**config.mk**
```make
export PLATFORM = sky130hd
export DESIGN_NAME = rtn_xbar_entry_ctrl_flat
export DESIGN_NICKNAME = d
export VERILOG_FILES = /design/src/rtl/mpc_types.sv /design/src/rtl/rtn_xbar_entry_ctrl_if.sv /design/src/rtl/ns_gnrl_dfflr.sv /design/src/rtl/rtn_xbar_entry_ctrl_oldest_sel.sv /design/src/rtl/rtn_xbar_entry_ctrl.sv /design/src/flat_wrapper.sv
export SDC_FILE = /design/constraint.sdc
export NUM_CORES = 1
export LEC_CHECK = 0
export CORE_MARGIN = 2
export CORE_UTILIZATION = 35
export DETAILED_ROUTE_END_ITERATION = 16
export PLACE_DENSITY = 0.57
export SLEW_MARGIN = 20
export SYNTH_ARGS = -nofsm -noshare
export SYNTH_HDL_FRONTEND = slang
export SYNTH_HIERARCHICAL = 1
export SYNTH_SLANG_ARGS = --single-unit
```
**constraint.sdc**
```tcl
create_clock -name clk -period 3.15 [get_ports clk]
set_input_delay 0.945 -clock clk [delete_from_list [all_inputs] [get_ports clk]]
set_output_delay 0.945 -clock clk [all_outputs]
set_load 0.005 [all_outputs]
```
**src/rtl/mpc_types.sv**
```systemverilog
// Shared types and sizing constants for the return crossbar entry manager.
package mpc_types;

   localparam int RTN_ENTRY_NUM = 8;
   localparam int RTN_CH_NUM    = 3;
   localparam int RTN_CH_ID_W   = 2;
   localparam int RTN_PTR_W     = 3;

   typedef logic [RTN_CH_ID_W-1:0] rtn_ch_id_t;

   localparam rtn_ch_id_t RTN_CH_ILLEGAL = 2'd3;

   // Lowest free entry; returns 0 when every entry is taken.
   function automatic logic [RTN_PTR_W-1:0] rtn_first_free(input logic [RTN_ENTRY_NUM-1:0] v);
      rtn_first_free = '0;
      for (int i = RTN_ENTRY_NUM - 1; i >= 0; i--) begin
         if (!v[i]) rtn_first_free = RTN_PTR_W'(i);
      end
   endfunction

endpackage

```
**src/rtl/rtn_xbar_entry_ctrl_if.sv**
```systemverilog
// Bank-side and channel-side handshake bundle of one return buffer bank.
interface rtn_xbar_entry_ctrl_if;
   import mpc_types::*;

   logic                 d_bank_rsp_valid;
   logic                 d_bank_rsp_ready;
   rtn_ch_id_t           d_bank_rsp_channel_id;
   logic [RTN_PTR_W-1:0] bank_w_ptr;

   logic u_ch_0_rsp_valid;
   logic u_ch_1_rsp_valid;
   logic u_ch_2_rsp_valid;
   logic u_ch_0_rsp_ready;
   logic u_ch_1_rsp_ready;
   logic u_ch_2_rsp_ready;

   logic [RTN_ENTRY_NUM-1:0] ch_0_r_entry_1hot_id;
   logic [RTN_ENTRY_NUM-1:0] ch_1_r_entry_1hot_id;
   logic [RTN_ENTRY_NUM-1:0] ch_2_r_entry_1hot_id;

   modport master (
      output d_bank_rsp_valid, d_bank_rsp_channel_id,
      output u_ch_0_rsp_ready, u_ch_1_rsp_ready, u_ch_2_rsp_ready,
      input  d_bank_rsp_ready, bank_w_ptr,
      input  u_ch_0_rsp_valid, u_ch_1_rsp_valid, u_ch_2_rsp_valid,
      input  ch_0_r_entry_1hot_id, ch_1_r_entry_1hot_id, ch_2_r_entry_1hot_id
   );

   modport slave (
      input  d_bank_rsp_valid, d_bank_rsp_channel_id,
      input  u_ch_0_rsp_ready, u_ch_1_rsp_ready, u_ch_2_rsp_ready,
      output d_bank_rsp_ready, bank_w_ptr,
      output u_ch_0_rsp_valid, u_ch_1_rsp_valid, u_ch_2_rsp_valid,
      output ch_0_r_entry_1hot_id, ch_1_r_entry_1hot_id, ch_2_r_entry_1hot_id
   );

endinterface

```
**src/rtl/ns_gnrl_dfflr.sv**
```systemverilog
// Generic load-enabled flop bank with asynchronous active-low clear to zero.
module ns_gnrl_dfflr #(
   parameter int DW = 1
) (
   input  logic          clk,
   input  logic          rst_n,
   input  logic          lden,
   input  logic [DW-1:0] dnxt,
   output logic [DW-1:0] qout
);

   always_ff @(posedge clk or negedge rst_n) begin
      if (!rst_n) begin
         qout <= '0;
      end else if (lden) begin
         qout <= dnxt;
      end
   end

endmodule

```
**src/rtl/rtn_xbar_entry_ctrl_oldest_sel.sv**
```systemverilog
// Picks the oldest candidate entry: a candidate survives only if no other candidate is older.
module rtn_oldest_sel #(
   parameter int NUM_ENTRY = 8
) (
   input  logic [NUM_ENTRY-1:0]                cand,
   input  logic [NUM_ENTRY-1:0][NUM_ENTRY-1:0] older,
   output logic [NUM_ENTRY-1:0]                oldest
);

   logic [NUM_ENTRY-1:0] blocked;

   always_comb begin
      blocked = '0;
      for (int i = 0; i < NUM_ENTRY; i++) begin
         for (int j = 0; j < NUM_ENTRY; j++) begin
            blocked[i] = blocked[i] | (cand[j] & older[j][i]);
         end
      end
   end

   assign oldest = cand & ~blocked;

endmodule

```
**src/rtl/rtn_xbar_entry_ctrl.sv**
```systemverilog
// Per-bank entry manager: allocates return buffer entries and hands each channel its oldest one.
module rtn_xbar_entry_ctrl
   import mpc_types::*;
#(
   parameter int NUM_ENTRY = RTN_ENTRY_NUM,
   parameter int NUM_CH    = RTN_CH_NUM
) (
   input  logic                 clk,
   input  logic                 rst_n,
   rtn_xbar_entry_ctrl_if.slave bus,
   output logic                 illegal_ch_err
);

   logic [NUM_ENTRY-1:0]                  valid_q;
   logic [NUM_ENTRY-1:0]                  valid_d;
   logic                                  valid_ld;
   logic [NUM_ENTRY-1:0][RTN_CH_ID_W-1:0] tag_q;
   logic [NUM_ENTRY-1:0][NUM_ENTRY-1:0]   older_q;
   logic [NUM_ENTRY-1:0][NUM_ENTRY-1:0]   older_d;

   logic [RTN_PTR_W-1:0] w_ptr;
   logic [NUM_ENTRY-1:0] w_onehot;
   logic                 bank_hs;
   logic                 ch_legal;
   logic                 write_en;
   logic                 illegal_d;
   logic [NUM_ENTRY-1:0] free_mask;

   logic [NUM_CH-1:0]                 ch_ready;
   logic [NUM_CH-1:0]                 ch_valid;
   logic [NUM_CH-1:0][NUM_ENTRY-1:0]  ch_cand;
   logic [NUM_CH-1:0][NUM_ENTRY-1:0]  ch_oldest;

   // Ready and write pointer look only at registered state, so a free never feeds ready combinationally.
   assign bus.d_bank_rsp_ready = ~&valid_q;
   assign w_ptr                = rtn_first_free(valid_q);
   assign bus.bank_w_ptr       = w_ptr;
   assign w_onehot             = NUM_ENTRY'(1) << w_ptr;

   assign bank_hs   = bus.d_bank_rsp_valid & bus.d_bank_rsp_ready;
   assign ch_legal  = (bus.d_bank_rsp_channel_id != RTN_CH_ILLEGAL);
   assign write_en  = bank_hs & ch_legal;
   assign illegal_d = bank_hs & ~ch_legal;

   assign ch_ready = {bus.u_ch_2_rsp_ready, bus.u_ch_1_rsp_ready, bus.u_ch_0_rsp_ready};

   always_comb begin
      free_mask = '0;
      for (int c = 0; c < NUM_CH; c++) begin
         if (ch_valid[c] && ch_ready[c]) free_mask = free_mask | ch_oldest[c];
      end
   end

   // The write target is always invalid now, so it can never coincide with a freed entry.
   assign valid_d  = (valid_q & ~free_mask) | (write_en ? w_onehot : '0);
   assign valid_ld = write_en | (|free_mask);

   // New entry is younger than every currently valid entry and older than nothing.
   always_comb begin
      older_d = older_q;
      if (write_en) begin
         for (int i = 0; i < NUM_ENTRY; i++) begin
            older_d[w_ptr][i] = 1'b0;
            if (i != int'(w_ptr)) older_d[i][w_ptr] = valid_q[i];
         end
      end
   end

   ns_gnrl_dfflr #(.DW(NUM_ENTRY)) u_valid_dff (
      .clk   (clk),
      .rst_n (rst_n),
      .lden  (valid_ld),
      .dnxt  (valid_d),
      .qout  (valid_q)
   );

   ns_gnrl_dfflr #(.DW(NUM_ENTRY * NUM_ENTRY)) u_older_dff (
      .clk   (clk),
      .rst_n (rst_n),
      .lden  (write_en),
      .dnxt  (older_d),
      .qout  (older_q)
   );

   ns_gnrl_dfflr #(.DW(1)) u_err_dff (
      .clk   (clk),
      .rst_n (rst_n),
      .lden  (1'b1),
      .dnxt  (illegal_d),
      .qout  (illegal_ch_err)
   );

   for (genvar e = 0; e < NUM_ENTRY; e++) begin : g_tag
      ns_gnrl_dfflr #(.DW(RTN_CH_ID_W)) u_tag_dff (
         .clk   (clk),
         .rst_n (rst_n),
         .lden  (write_en & w_onehot[e]),
         .dnxt  (bus.d_bank_rsp_channel_id),
         .qout  (tag_q[e])
      );
   end

   for (genvar c = 0; c < NUM_CH; c++) begin : g_ch
      for (genvar e = 0; e < NUM_ENTRY; e++) begin : g_cand
         assign ch_cand[c][e] = valid_q[e] & (tag_q[e] == RTN_CH_ID_W'(c));
      end

      rtn_oldest_sel #(.NUM_ENTRY(NUM_ENTRY)) u_oldest_sel (
         .cand   (ch_cand[c]),
         .older  (older_q),
         .oldest (ch_oldest[c])
      );

      assign ch_valid[c] = |ch_oldest[c];
   end

   assign bus.u_ch_0_rsp_valid     = ch_valid[0];
   assign bus.u_ch_1_rsp_valid     = ch_valid[1];
   assign bus.u_ch_2_rsp_valid     = ch_valid[2];
   assign bus.ch_0_r_entry_1hot_id = ch_oldest[0];
   assign bus.ch_1_r_entry_1hot_id = ch_oldest[1];
   assign bus.ch_2_r_entry_1hot_id = ch_oldest[2];

endmodule

```
**src/flat_wrapper.sv**
```systemverilog
// flat-port wrapper written by rule: the top's interface ports become plain ports
module rtn_xbar_entry_ctrl_flat import mpc_types::*;
#(
   parameter int NUM_ENTRY = RTN_ENTRY_NUM,
   parameter int NUM_CH    = RTN_CH_NUM
)
  (clk, rst_n, illegal_ch_err, bus_d_bank_rsp_valid, bus_d_bank_rsp_channel_id, bus_u_ch_0_rsp_ready, bus_u_ch_1_rsp_ready, bus_u_ch_2_rsp_ready, bus_d_bank_rsp_ready, bus_bank_w_ptr, bus_u_ch_0_rsp_valid, bus_u_ch_1_rsp_valid, bus_u_ch_2_rsp_valid, bus_ch_0_r_entry_1hot_id, bus_ch_1_r_entry_1hot_id, bus_ch_2_r_entry_1hot_id);
  rtn_xbar_entry_ctrl_if bus_i ();
  input  logic clk;
  input  logic rst_n;
  output logic illegal_ch_err;
  input wire logic [$bits(bus_i.d_bank_rsp_valid)-1:0] bus_d_bank_rsp_valid;
  input wire logic [$bits(bus_i.d_bank_rsp_channel_id)-1:0] bus_d_bank_rsp_channel_id;
  input wire logic [$bits(bus_i.u_ch_0_rsp_ready)-1:0] bus_u_ch_0_rsp_ready;
  input wire logic [$bits(bus_i.u_ch_1_rsp_ready)-1:0] bus_u_ch_1_rsp_ready;
  input wire logic [$bits(bus_i.u_ch_2_rsp_ready)-1:0] bus_u_ch_2_rsp_ready;
  output wire logic [$bits(bus_i.d_bank_rsp_ready)-1:0] bus_d_bank_rsp_ready;
  output wire logic [$bits(bus_i.bank_w_ptr)-1:0] bus_bank_w_ptr;
  output wire logic [$bits(bus_i.u_ch_0_rsp_valid)-1:0] bus_u_ch_0_rsp_valid;
  output wire logic [$bits(bus_i.u_ch_1_rsp_valid)-1:0] bus_u_ch_1_rsp_valid;
  output wire logic [$bits(bus_i.u_ch_2_rsp_valid)-1:0] bus_u_ch_2_rsp_valid;
  output wire logic [$bits(bus_i.ch_0_r_entry_1hot_id)-1:0] bus_ch_0_r_entry_1hot_id;
  output wire logic [$bits(bus_i.ch_1_r_entry_1hot_id)-1:0] bus_ch_1_r_entry_1hot_id;
  output wire logic [$bits(bus_i.ch_2_r_entry_1hot_id)-1:0] bus_ch_2_r_entry_1hot_id;
  assign bus_i.d_bank_rsp_valid = bus_d_bank_rsp_valid;
  assign bus_i.d_bank_rsp_channel_id = bus_d_bank_rsp_channel_id;
  assign bus_i.u_ch_0_rsp_ready = bus_u_ch_0_rsp_ready;
  assign bus_i.u_ch_1_rsp_ready = bus_u_ch_1_rsp_ready;
  assign bus_i.u_ch_2_rsp_ready = bus_u_ch_2_rsp_ready;
  assign bus_d_bank_rsp_ready = bus_i.d_bank_rsp_ready;
  assign bus_bank_w_ptr = bus_i.bank_w_ptr;
  assign bus_u_ch_0_rsp_valid = bus_i.u_ch_0_rsp_valid;
  assign bus_u_ch_1_rsp_valid = bus_i.u_ch_1_rsp_valid;
  assign bus_u_ch_2_rsp_valid = bus_i.u_ch_2_rsp_valid;
  assign bus_ch_0_r_entry_1hot_id = bus_i.ch_0_r_entry_1hot_id;
  assign bus_ch_1_r_entry_1hot_id = bus_i.ch_1_r_entry_1hot_id;
  assign bus_ch_2_r_entry_1hot_id = bus_i.ch_2_r_entry_1hot_id;
  rtn_xbar_entry_ctrl #(.NUM_ENTRY(NUM_ENTRY), .NUM_CH(NUM_CH)) u_core (.clk(clk), .rst_n(rst_n), .bus(bus_i), .illegal_ch_err(illegal_ch_err));
endmodule
```
# Word-level counts from Yosys, hierarchy flattened
# Index checks and enable logic that the tools add are counted.
# totals
reg_bits	89
in_bits	8
out_inout_bits	32
word_cells	534
# op_classes
order_cmp	2
eq_ne	24
n_shift	1
muxes	53
bitwise_logic	424
n_reduce_logical	19
# ops
operator	count
AND 64 bit	8
NOT 64 bit	8
AND 1 bit	227
demux 8 bit (select 3 bit)	8
OR 1 bit	169
2-to-1 mux 8 bit	20
bitwise mux 8 bit	8
AND 8 bit	4
NOT 8 bit	4
OR reduction 8 bit	4
2-to-1 mux 3 bit	9
OR 8 bit	3
equality test 2 x 1 -> 1 bit, second input constant	8
equality test 2 bit, second input constant	8
zero test 2 bit	8
!= test 3 bit, first input constant	4
AND reduction 8 bit	1
left shift 1 x 3 -> 8 bit, first input constant	1
2-to-1 mux 7 bit	1
2-to-1 mux 6 bit	1
!= test 2 x 3 -> 1 bit, first input constant	2
2-to-1 mux 5 bit	1
logical AND 1 bit	4
less-than comparator 3 x 4 -> 1 bit, second input constant	1
10 further kinds	11

# Depth between registers and ports, before layout
# logic_depth
depth_word	44
ltp_mapped	13
ltp_nobuf	9

# Modules after synthesis
# The synthesis kept the hierarchy.
# modules_own_cells
module	n_inst	cells_each	area_per_inst_um2	seq_area_each_um2
ns_gnrl_dfflr at u_core.u_older_dff	1	135	2678.8	1601.5
rtn_xbar_entry_ctrl	1	254	1537.7	0.0
rtn_oldest_sel	3	64	406.6	0.0
ns_gnrl_dfflr at u_core.g_tag[0].u_tag_dff ...	8	4	72.6	50.0
ns_gnrl_dfflr at u_core.u_valid_dff	1	17	331.6	200.2
ns_gnrl_dfflr at u_core.u_err_dff	1	2	40.0	25.0

# Least setup slack after synthesis
# Ideal clock, no wire load.
# synth_timing
kind	reg-to-reg
startpoint	reg u_core.u_valid_dff.qout[4]
endpoint	reg u_core.u_valid_dff.qout[0]
setup_ns	0.125
arrival_time_ns	2.587
required_ns	3.025
setup_slack_ns	0.438
stages_incl_launch_ff	13
n_path_buf	4
period_less_slack_ns	2.712
cell_sequence	dfrtp_1 -> buf_2 -> buf_2 -> nor3b_1 -> buf_6 -> a22oi_1 -> nand4b_1 -> nor2_1 -> a222oi_1 -> nand4_1 -> or3_1 -> buf_6 -> mux2_4
# synth_lines
item	line_no	text
from (decl)	ns_gnrl_dfflr.sv:9	output logic [DW-1:0] qout
from (signal assigned)	ns_gnrl_dfflr.sv:16	qout <= dnxt;

==> impl_metrics.yaml <==
outcome:
  outcome: "complete, but fails checks"
  violations: "negative setup slack"
sta:
  slew_headroom: 0.608
  max_freq_mhz: 317
  finalMaxSlewViolations: 0
  period_minus_slack_ps: 3150
  clock_skew_ps: 10.0
  tightest_slew_ps: 588
  layout_setup_ws_ps: -0.437
  setup_viol: 1
  hold-worst-slack_ps: 555
  finalHoldViolCount: 0
  period_share: 1.00
  rsz0062_at_grt: "true"
logic_synthesis:
  syn_avg_cell_area_sq_um: 10.1
  synth.yosys.seq_area_share: 0.349
  ys_types: 57
  ys_ff_latch: 89
  synth_flop_cell: "dfrtp_1"
  syn_inst: 632
  synth_nets: 640
  syn_area_sq_um: 6390
  ys_warn_count: 6
  synth_edf_count: 0
  synth-async-reset-ratio: 1.00
layout:
  layout_common_cells: "141 x buf_4, 91 x nand2_1, 84 x dfrtp_1"
  n_fill_cell: 1658
  antennaDiodeCount: 0
  design_area_sq_um: 8530
  area_delta_synth_final_pct: 33.5
  finalNonFillerCells: 1026
  nets: 800
  drive_above_1_share: 0.442
  fin_util: 0.475
  final_common_cell: "buf_4"
route:
  avgViaCountPerCell: 5.99
  drtIter0Drc: 772
  vias: 6149
  wl_mm: 24.5
  antenna_left: 0
  drc: 0
  first_pass_iters: 9
  wl_per_cell_um: 23.9
worst_setup_path:
  critPathCaptureType: "output port"
  cp_max_fo: 8
  reg2reg_from: "u_core/g_tag[5].u_tag_dff/qout[1]$_DFFE_PN0P_"
  start_kind: "flip-flop"
  critPathArrivalTime_ps: 2210
  reg2reg_depth: 13
  r2r-end: "u_core/u_valid_dff/qout[6]$_DFFE_PN0P_"
  cp.required_ps: 2200
  cpPeakStageDelay_ps: 400
  startpoint: "u_core/g_tag[5].u_tag_dff/qout[1]$_DFFE_PN0P_"
  reg2reg_slack_ps: 110
  crit_type: "flip-flop to output port"
  cp_cell_sequence: "buf_4 > nor3b_2 > buf_6 > a22oi_1 > nand2_1 > nor2_4 > buf_4 > nor4_4 > nand2_1 > clkbuf_2"
  slowest_stage: "dfrtp_1"
place:
  gp_congestion: 0.994
  placed_area_sq_um: 7560
  port_buffers: 39
  dp.cells: 958
  dpl.hpwl_mm: 17.1
worst_hold_path:
  min_from: "u_core/g_tag[0].u_tag_dff/qout[1]$_DFFE_PN0P_"
  hp-class: "flip-flop to flip-flop"
  whs_path_depth: 1
  hold_end: "u_core/g_tag[0].u_tag_dff/qout[1]$_DFFE_PN0P_"
floorplan:
  dieArea_sq_um: 19400
  initial_core_util: 0.356
  dieHeight_um: 139
  num_io_pins: 40
  rows: 49
  core_sq_um: 18000
  die_w_um: 139
clock_tree:
  clk_path_buf_depth: 2
  cts_tree: "yes"
  worstSkewPairLatency_ps: 360
  cts_root_buffer: "clkbuf_16"
  hold_buffers: 0
  cts.sink_count: 89
  cts_made_buffers: 9
  clk_pin_slew_ps: 70
  cts.htree.levels: 3
power_and_ir_drop:
  leakagePower_nw: 4.13
  vdd_drop_max_v: 0.000334
  power_density_nw_per_um2: 684
global_route:
  grt_pass1_wl_mm: 36.9
  grt_pass1_vias: 6014
  grt_max_degree: 50
  antenna_found_initial: 0
  grt_util_all_layers: 0.250
  grt_remaining_overflow: 0
run:
  cap_violations: 0
[final cells by class]
type / count / area (sq um) / share of cell area
Multi-Input combinational cell: 478 / 3930 / 0.461
Sequential cell: 89 / 2230 / 0.262
Timing Repair Buffer: 202 / 1750 / 0.205
Tap cell: 229 / 287 / 0.0336
Clock buffer: 12 / 256 / 0.0301
Inverter: 12 / 45.0 / 0.00528
Clock inverter: 4 / 27.5 / 0.00323
[cells in the mapped netlist, drive strengths merged (6+ instances only)]
| cell type | instances | area [sq um] |
|---|---|---|
| mux2i | 8 | 80.1 |
| a21oi | 14 | 70.1 |
| nor2 | 73 | 274 |
| a21o | 8 | 60.1 |
| o21ai | 9 | 48.8 |
| nor3b | 10 | 75.1 |
| buf | 50 | 442 |
| nor3 | 6 | 46.3 |
| a22oi | 73 | 563 |
| inv | 12 | 45.0 |
| dfrtp | 89 | 2230 |
| o21a | 6 | 45.0 |
| nand4b | 24 | 210 |
| nor4 | 6 | 37.5 |
| a222oi | 8 | 80.1 |
| nand2 | 93 | 352 |
| mux2 | 90 | 1270 |
[per-stage QoR]
stage,total power (W),setup TNS (ps),setup slack (ps)
3_3_place_gp,0.00429,-1610,-197
2_1_floorplan,0.00316,0,438
6_report,0.00583,-0.437,-0.437
3_5_place_dp,0.00433,-1710,-195
4_1_cts,0.00561,-84.7,-65.3
5_1_grt,0.00606,-341,-85.0
[worst max-delay path, delay by kind of cell, from the launching register on]
kind                   cells  cell delay, ps
buffers and inverters      4             620
DFF                        1             400
and+or+nand+nor            5             760
AOI/OAI and AO/OA          1              80
[repair_timing]
action                     4_1_cts  5_1_grt
setup buffers                   34       20
setup endpoints to repair       28       20
gates resized for setup         94       29
pin swaps                       53       23
[cells by family (layout without fill, tap and decap cells)]
logic type,after synthesis,count (layout),synth area share
compound gates,135,135,0.166
buf+inv,65,230,0.0781
flops,89,89,0.349
mux,98,98,0.212
other cells,1,1,0.000587
simple gates,244,244,0.194
[state kept, by name, indices dropped and copies added (netlist names)]
signal,count
u_core/g_tag.u_tag_dff/qout,16
u_core/u_err_dff/qout,1
u_core/u_older_dff/qout,64
u_core/u_valid_dff/qout,8
[worst max path at each step]
stage                                                  end  slack, ps  cells after the start
floorplan           u_core/u_valid_dff/qout[0]$_DFFE_PN0P_        440                     12
global placement    u_core/u_valid_dff/qout[6]$_DFFE_PN0P_       -200                      6
detailed placement  u_core/u_valid_dff/qout[6]$_DFFE_PN0P_       -190                      6
CTS                                   bus_u_ch_2_rsp_valid        -70                     10
global route                   bus_ch_0_r_entry_1hot_id[6]        -90                      9
finish                                bus_u_ch_1_rsp_valid       -0.4                     10
[power breakdown]
group / internal (W) / switching, W / leakage [nW]
clock network: 0.000578 / 0.000495 / 0.131
logic: 0.00153 / 0.00145 / 2.81
registers: 0.00139 / 0.000383 / 1.20
[routing by layer]
| metal | share of wire | vias to the layer above | GRT usage |
|---|---|---|---|
| met3 | 0.089 | 86 | 0.0508 |
| met2 | 0.45 | 381 | 0.383 |
| met1 | 0.42 | 3065 | 0.341 |
| met5 | 0 | - | 0 |
| met4 | 0.047 | 0 | 0.117 |
| li1 | - | 2617 | - |
No activity file was read; power rests on OpenSTA's default activity.
